### config.mk
export PLATFORM = sky130hd
export DESIGN_NAME = load_store_unit
export DESIGN_NICKNAME = d
export VERILOG_FILES = /design/src/rtl/load_store_unit.sv
export SDC_FILE = /design/constraint.sdc
export NUM_CORES = 1
export LEC_CHECK = 0
export BUFFER_PORTS_ARGS = -buffer_cell sky130_fd_sc_hd__buf_2
export CORE_MARGIN = 2
export CORE_UTILIZATION = 45
export DETAILED_ROUTE_END_ITERATION = 10
export PLACE_DENSITY = 0.79
export SETUP_SLACK_MARGIN = 0.05
export SKIP_CTS_REPAIR_TIMING = 1
export SYNTH_ARGS = -nofsm -noshare
export SYNTH_HDL_FRONTEND = slang
export SYNTH_SLANG_ARGS = --single-unit
### constraint.sdc
create_clock -name clk -period 3.36 [get_ports clk]
set_input_delay 0.504 -clock clk [delete_from_list [all_inputs] [get_ports clk]]
set_output_delay 0.504 -clock clk [all_outputs]
set_load 0.005 [all_outputs]
### src/rtl/load_store_unit.sv
`timescale 1ns/1ps
// load_store_unit
//
// Purpose: bridges the single-cycle core datapath to a shared word-wide
// data-memory bus. It places byte/halfword store data on the correct lanes,
// runs a req/gnt/rvalid handshake, and returns sign- or zero-extended load
// data. The core is stalled until the access completes. Misaligned or
// illegal requests are reported combinationally, and bus timeouts are
// reported for one cycle.
//
// Ports:
//   clk, reset              clock; asynchronous active-high reset
//   MemRead, MemWrite       load / store request from the core
//   Funct3[2:0]             000 B, 001 H, 010 W, 100 BU, 101 HU
//   ALUResult[31:0]         byte address
//   WriteData[31:0]         store data, valid bytes in the low lanes
//   ReadData[31:0]          registered, extended load result
//   Stall                   core holds PC/instruction/write-enable while high
//   AccessFault             misaligned, illegal Funct3, or read & write together
//   BusError                wait limit exceeded; high in the DONE cycle only
//   bus_req/we/addr/be/wdata  captured request presented to the bus
//   bus_gnt, bus_rvalid, bus_rdata  bus slave responses
module load_store_unit #(
   parameter int unsigned WAIT_LIMIT = 255
) (
   input  logic        clk,
   input  logic        reset,
   input  logic        MemRead,
   input  logic        MemWrite,
   input  logic [2:0]  Funct3,
   input  logic [31:0] ALUResult,
   input  logic [31:0] WriteData,
   output logic [31:0] ReadData,
   output logic        Stall,
   output logic        AccessFault,
   output logic        BusError,
   output logic        bus_req,
   output logic        bus_we,
   output logic [31:0] bus_addr,
   output logic [3:0]  bus_be,
   output logic [31:0] bus_wdata,
   input  logic        bus_gnt,
   input  logic        bus_rvalid,
   input  logic [31:0] bus_rdata
);

   typedef enum logic [1:0] {S_IDLE, S_REQ, S_WAIT, S_DONE} state_t;

   // Counter holds the number of REQ/WAIT cycles already completed, so the
   // last permitted cycle is the one where it equals WAIT_LIMIT-1.
   localparam logic [7:0] LIMIT_M1 = 8'(WAIT_LIMIT - 1);

   state_t      r_state;
   state_t      w_state_next;
   logic [31:0] r_read_data;
   logic        r_we;
   logic [31:0] r_addr;
   logic [3:0]  r_be;
   logic [31:0] r_wdata;
   logic [2:0]  r_f3;
   logic [1:0]  r_off;
   logic [7:0]  r_cnt;
   logic        r_bus_error;

   logic        w_access;
   logic        w_bad_f3;
   logic        w_misalign;
   logic        w_fault_cond;
   logic        w_accept;
   logic        w_timeout;
   logic [1:0]  w_off;
   logic [3:0]  w_be;
   logic [31:0] w_lane;
   logic [31:0] w_wdata;
   logic [31:0] w_shifted;
   logic [31:0] w_load_data;

   assign w_access = MemRead | MemWrite;
   assign w_off    = ALUResult[1:0];

   // Store codes with Funct3[2] set are unsigned-load encodings, so they
   // are illegal for stores.
   assign w_bad_f3     = (Funct3 == 3'b011) || (Funct3[2:1] == 2'b11) ||
                         (MemWrite && Funct3[2]);
   assign w_misalign   = ((Funct3[1:0] == 2'b01) && ALUResult[0]) ||
                         ((Funct3[1:0] == 2'b10) && (ALUResult[1:0] != 2'b00));
   assign w_fault_cond = (MemRead & MemWrite) | w_bad_f3 | w_misalign;
   assign w_accept     = (r_state == S_IDLE) && w_access && !w_fault_cond;

   // Byte enables follow the access size for loads and stores alike.
   always_comb begin
      w_be = 4'b1111;
      case (Funct3[1:0])
         2'b00:   w_be = 4'b0001 << w_off;
         2'b01:   w_be = 4'b0011 << w_off;
         default: w_be = 4'b1111;
      endcase
   end

   // Replicate the low byte/halfword across every lane so the slave can
   // pick it up from whichever lane the byte enables select.
   genvar gi;
   for (gi = 0; gi < 4; gi++) begin : g_lane
      assign w_lane[8*gi +: 8] = (Funct3[1:0] == 2'b00) ? WriteData[7:0] :
                                 (Funct3[1:0] == 2'b01) ? WriteData[8*(gi%2) +: 8] :
                                                          WriteData[8*gi +: 8];
   end
   assign w_wdata = MemWrite ? w_lane : 32'h0;

   // Load extraction uses the captured size and offset, not the live inputs.
   assign w_shifted = bus_rdata >> {r_off, 3'b000};
   always_comb begin
      w_load_data = bus_rdata;
      case (r_f3)
         3'b000:  w_load_data = {{24{w_shifted[7]}}, w_shifted[7:0]};
         3'b100:  w_load_data = {24'h0, w_shifted[7:0]};
         3'b001:  w_load_data = {{16{w_shifted[15]}}, w_shifted[15:0]};
         3'b101:  w_load_data = {16'h0, w_shifted[15:0]};
         default: w_load_data = bus_rdata;
      endcase
   end

   // Next-state logic. The exit event wins over the timeout when both land
   // on the last permitted cycle.
   always_comb begin
      w_state_next = r_state;
      w_timeout    = 1'b0;
      case (r_state)
         S_IDLE: begin
            if (w_accept) w_state_next = S_REQ;
         end
         S_REQ: begin
            if (bus_gnt) begin
               w_state_next = r_we ? S_DONE : S_WAIT;
            end else if (r_cnt == LIMIT_M1) begin
               w_state_next = S_DONE;
               w_timeout    = 1'b1;
            end
         end
         S_WAIT: begin
            if (bus_rvalid) begin
               w_state_next = S_DONE;
            end else if (r_cnt == LIMIT_M1) begin
               w_state_next = S_DONE;
               w_timeout    = 1'b1;
            end
         end
         S_DONE: begin
            w_state_next = S_IDLE;
         end
         default: begin
            w_state_next = S_IDLE;
         end
      endcase
   end

   always_ff @(posedge clk or posedge reset) begin
      if (reset) begin
         r_state     <= S_IDLE;
         r_read_data <= 32'h0;
         r_we        <= 1'b0;
         r_addr      <= 32'h0;
         r_be        <= 4'h0;
         r_wdata     <= 32'h0;
         r_f3        <= 3'b000;
         r_off       <= 2'b00;
         r_cnt       <= 8'h0;
         r_bus_error <= 1'b0;
      end else begin
         r_state     <= w_state_next;
         // Only a timeout transition lands in DONE with this set, so it is
         // visible for exactly the DONE cycle.
         r_bus_error <= w_timeout;
         if (w_accept) begin
            r_we    <= MemWrite;
            r_addr  <= {ALUResult[31:2], 2'b00};
            r_be    <= w_be;
            r_wdata <= w_wdata;
            r_f3    <= Funct3;
            r_off   <= w_off;
            r_cnt   <= 8'h0;
         end else if ((r_state == S_REQ) || (r_state == S_WAIT)) begin
            r_cnt <= r_cnt + 8'd1;
         end
         if ((r_state == S_WAIT) && bus_rvalid) begin
            r_read_data <= w_load_data;
         end
      end
   end

   // bus_req decodes straight from the state register so an asynchronous
   // reset withdraws it immediately.
   assign bus_req     = (r_state == S_REQ);
   assign bus_we      = r_we;
   assign bus_addr    = r_addr;
   assign bus_be      = r_be;
   assign bus_wdata   = r_wdata;
   assign ReadData    = r_read_data;
   assign BusError    = r_bus_error;
   assign AccessFault = (r_state == S_IDLE) && w_access && w_fault_cond;
   assign Stall       = w_access && !AccessFault && (r_state != S_DONE);

endmodule
==> run_results.csv, run 1 <==
group,metric,value,unit
outcome,status,"completed",
synth,synth.distinct_cells,39,
global_routing,grt_start_max_net_pins,116,
synth,postSynthCellCount,551,
final_layout,diodes,0,
synth,synth_top_area_share,0.525,
clock_tree,worstSkewPairLatency,0.41,ns
setup_path,cp.depth,6,
routing,drc_errors,0,
placement,io_buffers,207,
clock_tree,htree_levels,4,
routing,drt-wirelength-per-cell,16.8,um
routing,num_vias,4897,
hold_path,hold_path_class,"in2async",
synth,yosys-top-cells-count,"dfrtp_1, nand2_1, o21ai_0",
synth,ys_seq_area_frac,0.525,
global_routing,grt_pass1_vias,4904,
global_routing,grt_antenna_before_repair,0,
synth,synth_area_leader_cell,"dfrtp_1",
die,core,12000,um^2
sta,max_freq,0.417,GHz
clock_tree,clockBufferDepth,2,
sta,post-route-period-util,0.714,
placement,gp_congestion,0.918,
synth,async_reset_ff_frac,1.00,
sta,slew_headroom,0.466,
clock_tree,path_clk_slew,0.05,ns
power,vdd_drop_max,0.439,mV
routing,ant_nets,0,
routing,drt_iter0_markers,418,
synth,ys_ff_latch,115,
sta,drv_slew,0,
final_layout,final_nets,864,
setup_path,path_class,"in2out",
setup_path,cpMaxStageDelayCell,"nor4_2",
sta,fin_setup_tns,0,ns
clock_tree,cts_tree,"yes",
routing,drt_wl_total,15.3,mm
run,maxCapViolCount,0,
sta,rsz0062_at_grt,"no",
synth,syn_area_per_cell,9.94,um^2
final_layout,final_cells,908,
clock_tree,cts_buffers,17,
sta,holdWs,0.238,ns
die,row_count,40,
global_routing,grt_pass1_wl,24.3,mm
die,die_h,114,um
sta,final-setup-viol-count,0,
global_routing,grt.overflow.total,0,
final_layout,drive_gt1_frac,0.376,
final_layout,n_fill_cell,1049,
setup_path,r2r_cells,5,
die,io_pins,210,
setup_path,crit_path_cell_trace,"buf_2 > nor4_2 > or2_2 > nand2_1 > a211oi_1 > buf_2",
power,cellLeakagePower,3.70,nW
setup_path,max_stage_delay,0.47,ns
setup_path,arrival,1.90,ns
sta,hold_viol,0,
setup_path,path_delay_family,"simple AND/OR/NAND/NOR gates",
setup_path,crit_top_cell,"buf_2",
setup_path,start_kind,"input pin",
die,die_w,114,um
final_layout,synthToLayoutAreaGrowth,32.4,%
sta,tightest_slew,0.799,ns
setup_path,required,2.86,ns
placement,dp.cells,879,
setup_path,worst-path-buf-inv,2,
synth,synth_most_common_cell,"dfrtp_1",
synth,synth_edf_count,0,
clock_tree,cts_root_buf,"clkbuf_16",
synth,yosysWarnings,0,
die,fp.dieArea,13100,um^2
sta,final.setup_skew,0.0104,ns
synth,netlist_top_cells_area,"dfrtp_1, mux2_2, o21ai_0",
synth,ys.flop_type,"dfrtp_1",
setup_path,path_max_fanout,14,
setup_path,endpoint_kind,"output pin",
placement,hpwl,11.1,mm
global_routing,grt_usage,0.239,
sta,fin_crit,2.40,ns
die,start_util,0.458,
clock_tree,cts_num_sinks,115,
power,powerDensity,889,nW/um^2
synth,synth_area,5480,um^2
routing,viasPerCell,5.39,
routing,drtPass1Iterations,5,
-- registers in the layout, indices dropped and copies added (netlist names) --
name	count
ReadData	32
bus_wdata	32
bus_addr	30
r_cnt	8
bus_be	4
r_f3	3
r_off	2
r_state	2
BusError	1
bus_we	1
-- final timing paths --
check	from	to	slack, ns
worst max-delay path	Funct3[0]	Stall	0.96
min in group clk	ALUResult[25]	bus_addr[25]	0.32
worst min register to register	bus_wdata[3]	bus_wdata[3]	0.47
worst max register to register	r_state[0]	ReadData[29]	1.17
worst min-delay path	reset	ReadData[0]	0.24
max in group asynchronous	reset	BusError	2.63
-- cells in the final DEF, fill, tap and decap left out, types with 3 or more instances in the layout --
cell / n
xor2_1: 4
nor2_1: 37
nand2b_1: 8
clkbuf_16: 17
nand3b_1: 9
buf_4: 5
dfrtp_1: 115
a211oi_1: 3
nand3_1: 36
a21oi_1: 28
nand4_1: 4
mux2_2: 36
clkbuf_8: 7
mux2i_1: 32
o21ai_0: 72
nor2b_1: 3
buf_2: 207
inv_1: 7
nand2_1: 84
ha_1: 8
xnor2_1: 3
and2_1: 8
-- power by group --
part / leakage (nW) / switching, W / total, W / internal (W)
Sequential: 1.45 / 0.000465 / 0.00249 / 0.00203
Combinational: 1.96 / 0.00110 / 0.00215 / 0.00105
Clock: 0.297 / 0.000598 / 0.00181 / 0.00121
Total: 3.70 / 0.00216 / 0.00645 / 0.00429
-- per-layer routing --
layer | global-route usage | vias to the layer above | part of all wire
li1 | - | 2296 | -
met1 | 0.291 | 2337 | 0.39
met2 | 0.405 | 240 | 0.50
met3 | 0.0662 | 24 | 0.090
met4 | 0.0886 | 0 | 0.020
met5 | 0 | - | 0
-- through the flow --
| step | cell area (um^2) | util | power (W) | setup WS (ns) |
|---|---|---|---|---|
| after CTS | 7260 | 0.607 | 0.00649 | 0.935 |
| final | 7260 | 0.607 | 0.00645 | 0.960 |
| after detailed placement | 6660 | 0.557 | 0.00466 | 0.773 |
| after global placement | 6660 | 0.557 | 0.00453 | 0.865 |
| after floorplan | 5490 | - | 0.00361 | 1.46 |
| after global routing | 7260 | 0.607 | 0.00688 | 0.831 |
-- layout make-up --
cell class	count	area, um^2	area share
Sequential cell	115	2880	0.397
Multi-Input combinational cell	395	2450	0.338
Timing Repair Buffer	214	1110	0.153
Clock buffer	25	526	0.0724
Tap cell	147	184	0.0253
Clock inverter	4	70.1	0.00966
Inverter	8	33.8	0.00466
-- cells by family after synthesis --
family / after synthesis / synth area share
buffers and inverters: 42 / 0.0313
multiplexers: 69 / 0.137
adder cells (fa/ha/maj): 8 / 0.0183
XOR/XNOR: 7 / 0.0112
other: 1 / 0.000684
AND/OR/NAND/NOR: 198 / 0.168
AO/OA/AOI/OAI: 111 / 0.109
flip-flops: 115 / 0.525
-- worst min-delay path, delay by kind of cell --
family | cells | cell delay (ns)
buf+inv | 3 | 0.59
No activity file was read; power rests on OpenSTA's default activity.
==> run 2, diff against run 1 <==
Settings changed: ABC_AREA from default to 1, PLACE_DENSITY 0.79 to 0.78.
Clock period 3.36 ns to 2.2 ns, I/O delays scaled along.
==> run 2 against run 1 <==
Compared with the run above: combinational power is 71% higher; critical path depth increased by 2; sequential power is 51% higher; clock-buffer cell count fell by 8; worst setup slack got worse by 0.78 ns; sequential cell count stayed put; sequential share of layout area decreased by 2.0 points; routed wire length rose by 5.4%; clock skew rose by 0.0044 ns; global-route usage is 0.54 points lower; cell area is 5.3% higher; largest power group unchanged.
==> run_results.csv, run 2 <==
group,metric,value,unit
outcome,status,"completed",
clock_tree,cts_buffers,17,
routing,drt-wirelength-per-cell,13.5,um
run,maxCapViolCount,0,
clock_tree,clockBufferDepth,2,
synth,postSynthCellCount,808,
final_layout,final_area,7640,um^2
die,start_util,0.462,
sta,post-route-period-util,0.916,
setup_path,path_class,"reg2out",
sta,hold_viol,0,
sta,max_freq,0.496,GHz
sta,final-setup-viol-count,0,
synth,syn_area_per_cell,7.25,um^2
routing,ant_nets,0,
sta,slew_headroom,0.559,
placement,gp_congestion,0.897,
hold_path,hold_path_class,"in2async",
global_routing,grt_usage,0.233,
clock_tree,cts_tree,"yes",
synth,synth_edf_count,0,
sta,fin_setup_tns,0,ns
final_layout,final_cell_mix,"nand2_1, buf_2, dfrtp_1",
global_routing,grt_pass1_vias,5457,
synth,synth_area,5860,um^2
final_layout,mostFrequentLayoutCell,"nand2_1",
synth,yosysWarnings,0,
final_layout,diodes,0,
global_routing,grt_start_max_net_pins,116,
global_routing,use_met3,0.0673,
global_routing,met1_usage,0.304,
synth,ys.flop_type,"dfrtp_1",
global_routing,grt_pass1_wl,26.2,mm
clock_tree,worstSkewPairLatency,0.42,ns
synth,synth_top_area_share,0.491,
routing,drt_iter0_markers,449,
final_layout,synthToLayoutAreaGrowth,30.5,%
synth,synth.distinct_cells,26,
power,cellLeakagePower,4.46,nW
final_layout,drive_gt1_frac,0.257,
final_layout,final_cells,1194,
global_routing,grt.overflow.total,0,
synth,netlist_top_cells_area,"dfrtp_1, nand2_1, inv_1",
die,fp.dieArea,13900,um^2
synth,ys_seq_area_frac,0.491,
synth,yosys-top-cells-count,"nand2_1, dfrtp_1, inv_1",
routing,drtPass1Iterations,6,
placement,dp.cells,1162,
power,vdd_drop_max,0.613,mV
routing,viasPerCell,4.84,
sta,final.setup_skew,0.0148,ns
placement,io_buffers,207,
die,core,12700,um^2
sta,fin_crit,2.02,ns
synth,synth_area_leader_cell,"dfrtp_1",
placement,placed_area,7040,um^2
synth,ys_ff_latch,115,
routing,drc_errors,0,
clock_tree,cts_num_sinks,115,
power,powerDensity,1340,nW/um^2
synth,synth_most_common_cell,"nand2_1",
global_routing,grtUsageMet2,0.372,
die,io_pins,210,
sta,drv_slew,0,
synth,async_reset_ff_frac,1.00,
die,row_count,41,
setup_path,start_kind,"flop",
sta,holdWs,0.0581,ns
routing,drt_wl_total,16.1,mm
clock_tree,htree_levels,4,
sta,rsz0062_at_grt,"no",
clock_tree,path_clk_slew,0.06,ns
final_layout,final_nets,1122,
setup_path,endpoint_kind,"output pin",
die,die_h,118,um
setup_path,required,1.87,ns
routing,num_vias,5783,
die,die_w,118,um
clock_tree,cts_root_buf,"clkbuf_16",
global_routing,grt_antenna_before_repair,1,
setup_path,path_max_fanout,6,
sta,tightest_slew,0.661,ns
global_routing,grt.busiest_layer,"met2",
setup_path,arrival,1.69,ns
placement,hpwl,11.4,mm
==> run 2: cell types whose count changed in the layout (fill, tap and decap cells not counted), sizes merged, moves of 9 or more <==
cell	delta
mux2	-36
inv	+64
nand3b	-9
o21bai	+16
mux2i	-32
o21ai	-28
nand2	+323
==> run 2: cell families after synthesis <==
logic type	count (synthesis)	synth area share
and+or+nand+nor	489	0.327
DFF	115	0.491
buffers and inverters	104	0.0763
AOI/OAI and AO/OA	87	0.0818
adders and majority gates	8	0.0171
xor gates and xnor gates	4	0.00598
other	1	0.000640
==> run 2: path summary, 6_finish.rpt <==
kind                               start            end  slack (ns)  depth (start not counted)
setup / recovery              r_state[0]          Stall        0.18                          8
hold / removal                     reset   bus_addr[10]        0.06                          3
setup reg to reg                 r_f3[1]    ReadData[1]        0.29                          5
hold reg to reg            bus_wdata[14]  bus_wdata[14]        0.47                          2
max in group asynchronous          reset    ReadData[0]        1.60                          3
min in group clk           ALUResult[22]   bus_addr[22]        0.10                          3
==> run 2: report_power, final <==
part           switching (W)  total, W  internal (W)
logic                0.00208   0.00367       0.00159
registers           0.000669   0.00376       0.00309
clock network        0.00108   0.00278       0.00170
==> run 2: worst max-delay path, stage by stage (launching register included) <==
cell     delay (ns)
dfrtp_1        0.41
inv_2          0.12
ha_1           0.20
inv_1          0.06
nor2_2         0.17
nand2_1        0.07
inv_1          0.07
nor3_1         0.04
buf_2          0.13
==> run 2: layer usage <==
layer	routed length, um	vias up
met5	11	-
met4	223	2
met3	1350	21
met2	7680	245
met1	6840	2634
li1	-	2881
==> run 2: per-stage QoR <==
stage,total power (W),worst slack (ns),util
2_1_floorplan,0.00586,0.471,-
3_3_place_gp,0.00733,0.348,0.556
3_5_place_dp,0.00744,0.356,0.556
4_1_cts,0.0103,0.0555,0.603
5_1_grt,0.0110,0.0560,0.603
6_report,0.0102,0.184,0.603
==> run 2: cell type report <==
class                      instances  area [um^2]
sequential                       115         2880
timing repair buffer             218         1160
tap                              172          215
clock buffer                      17          425
fill                            1173         5030
clock inverter                    15          174
multi-input combinational        590         2540
inverter                          67          255
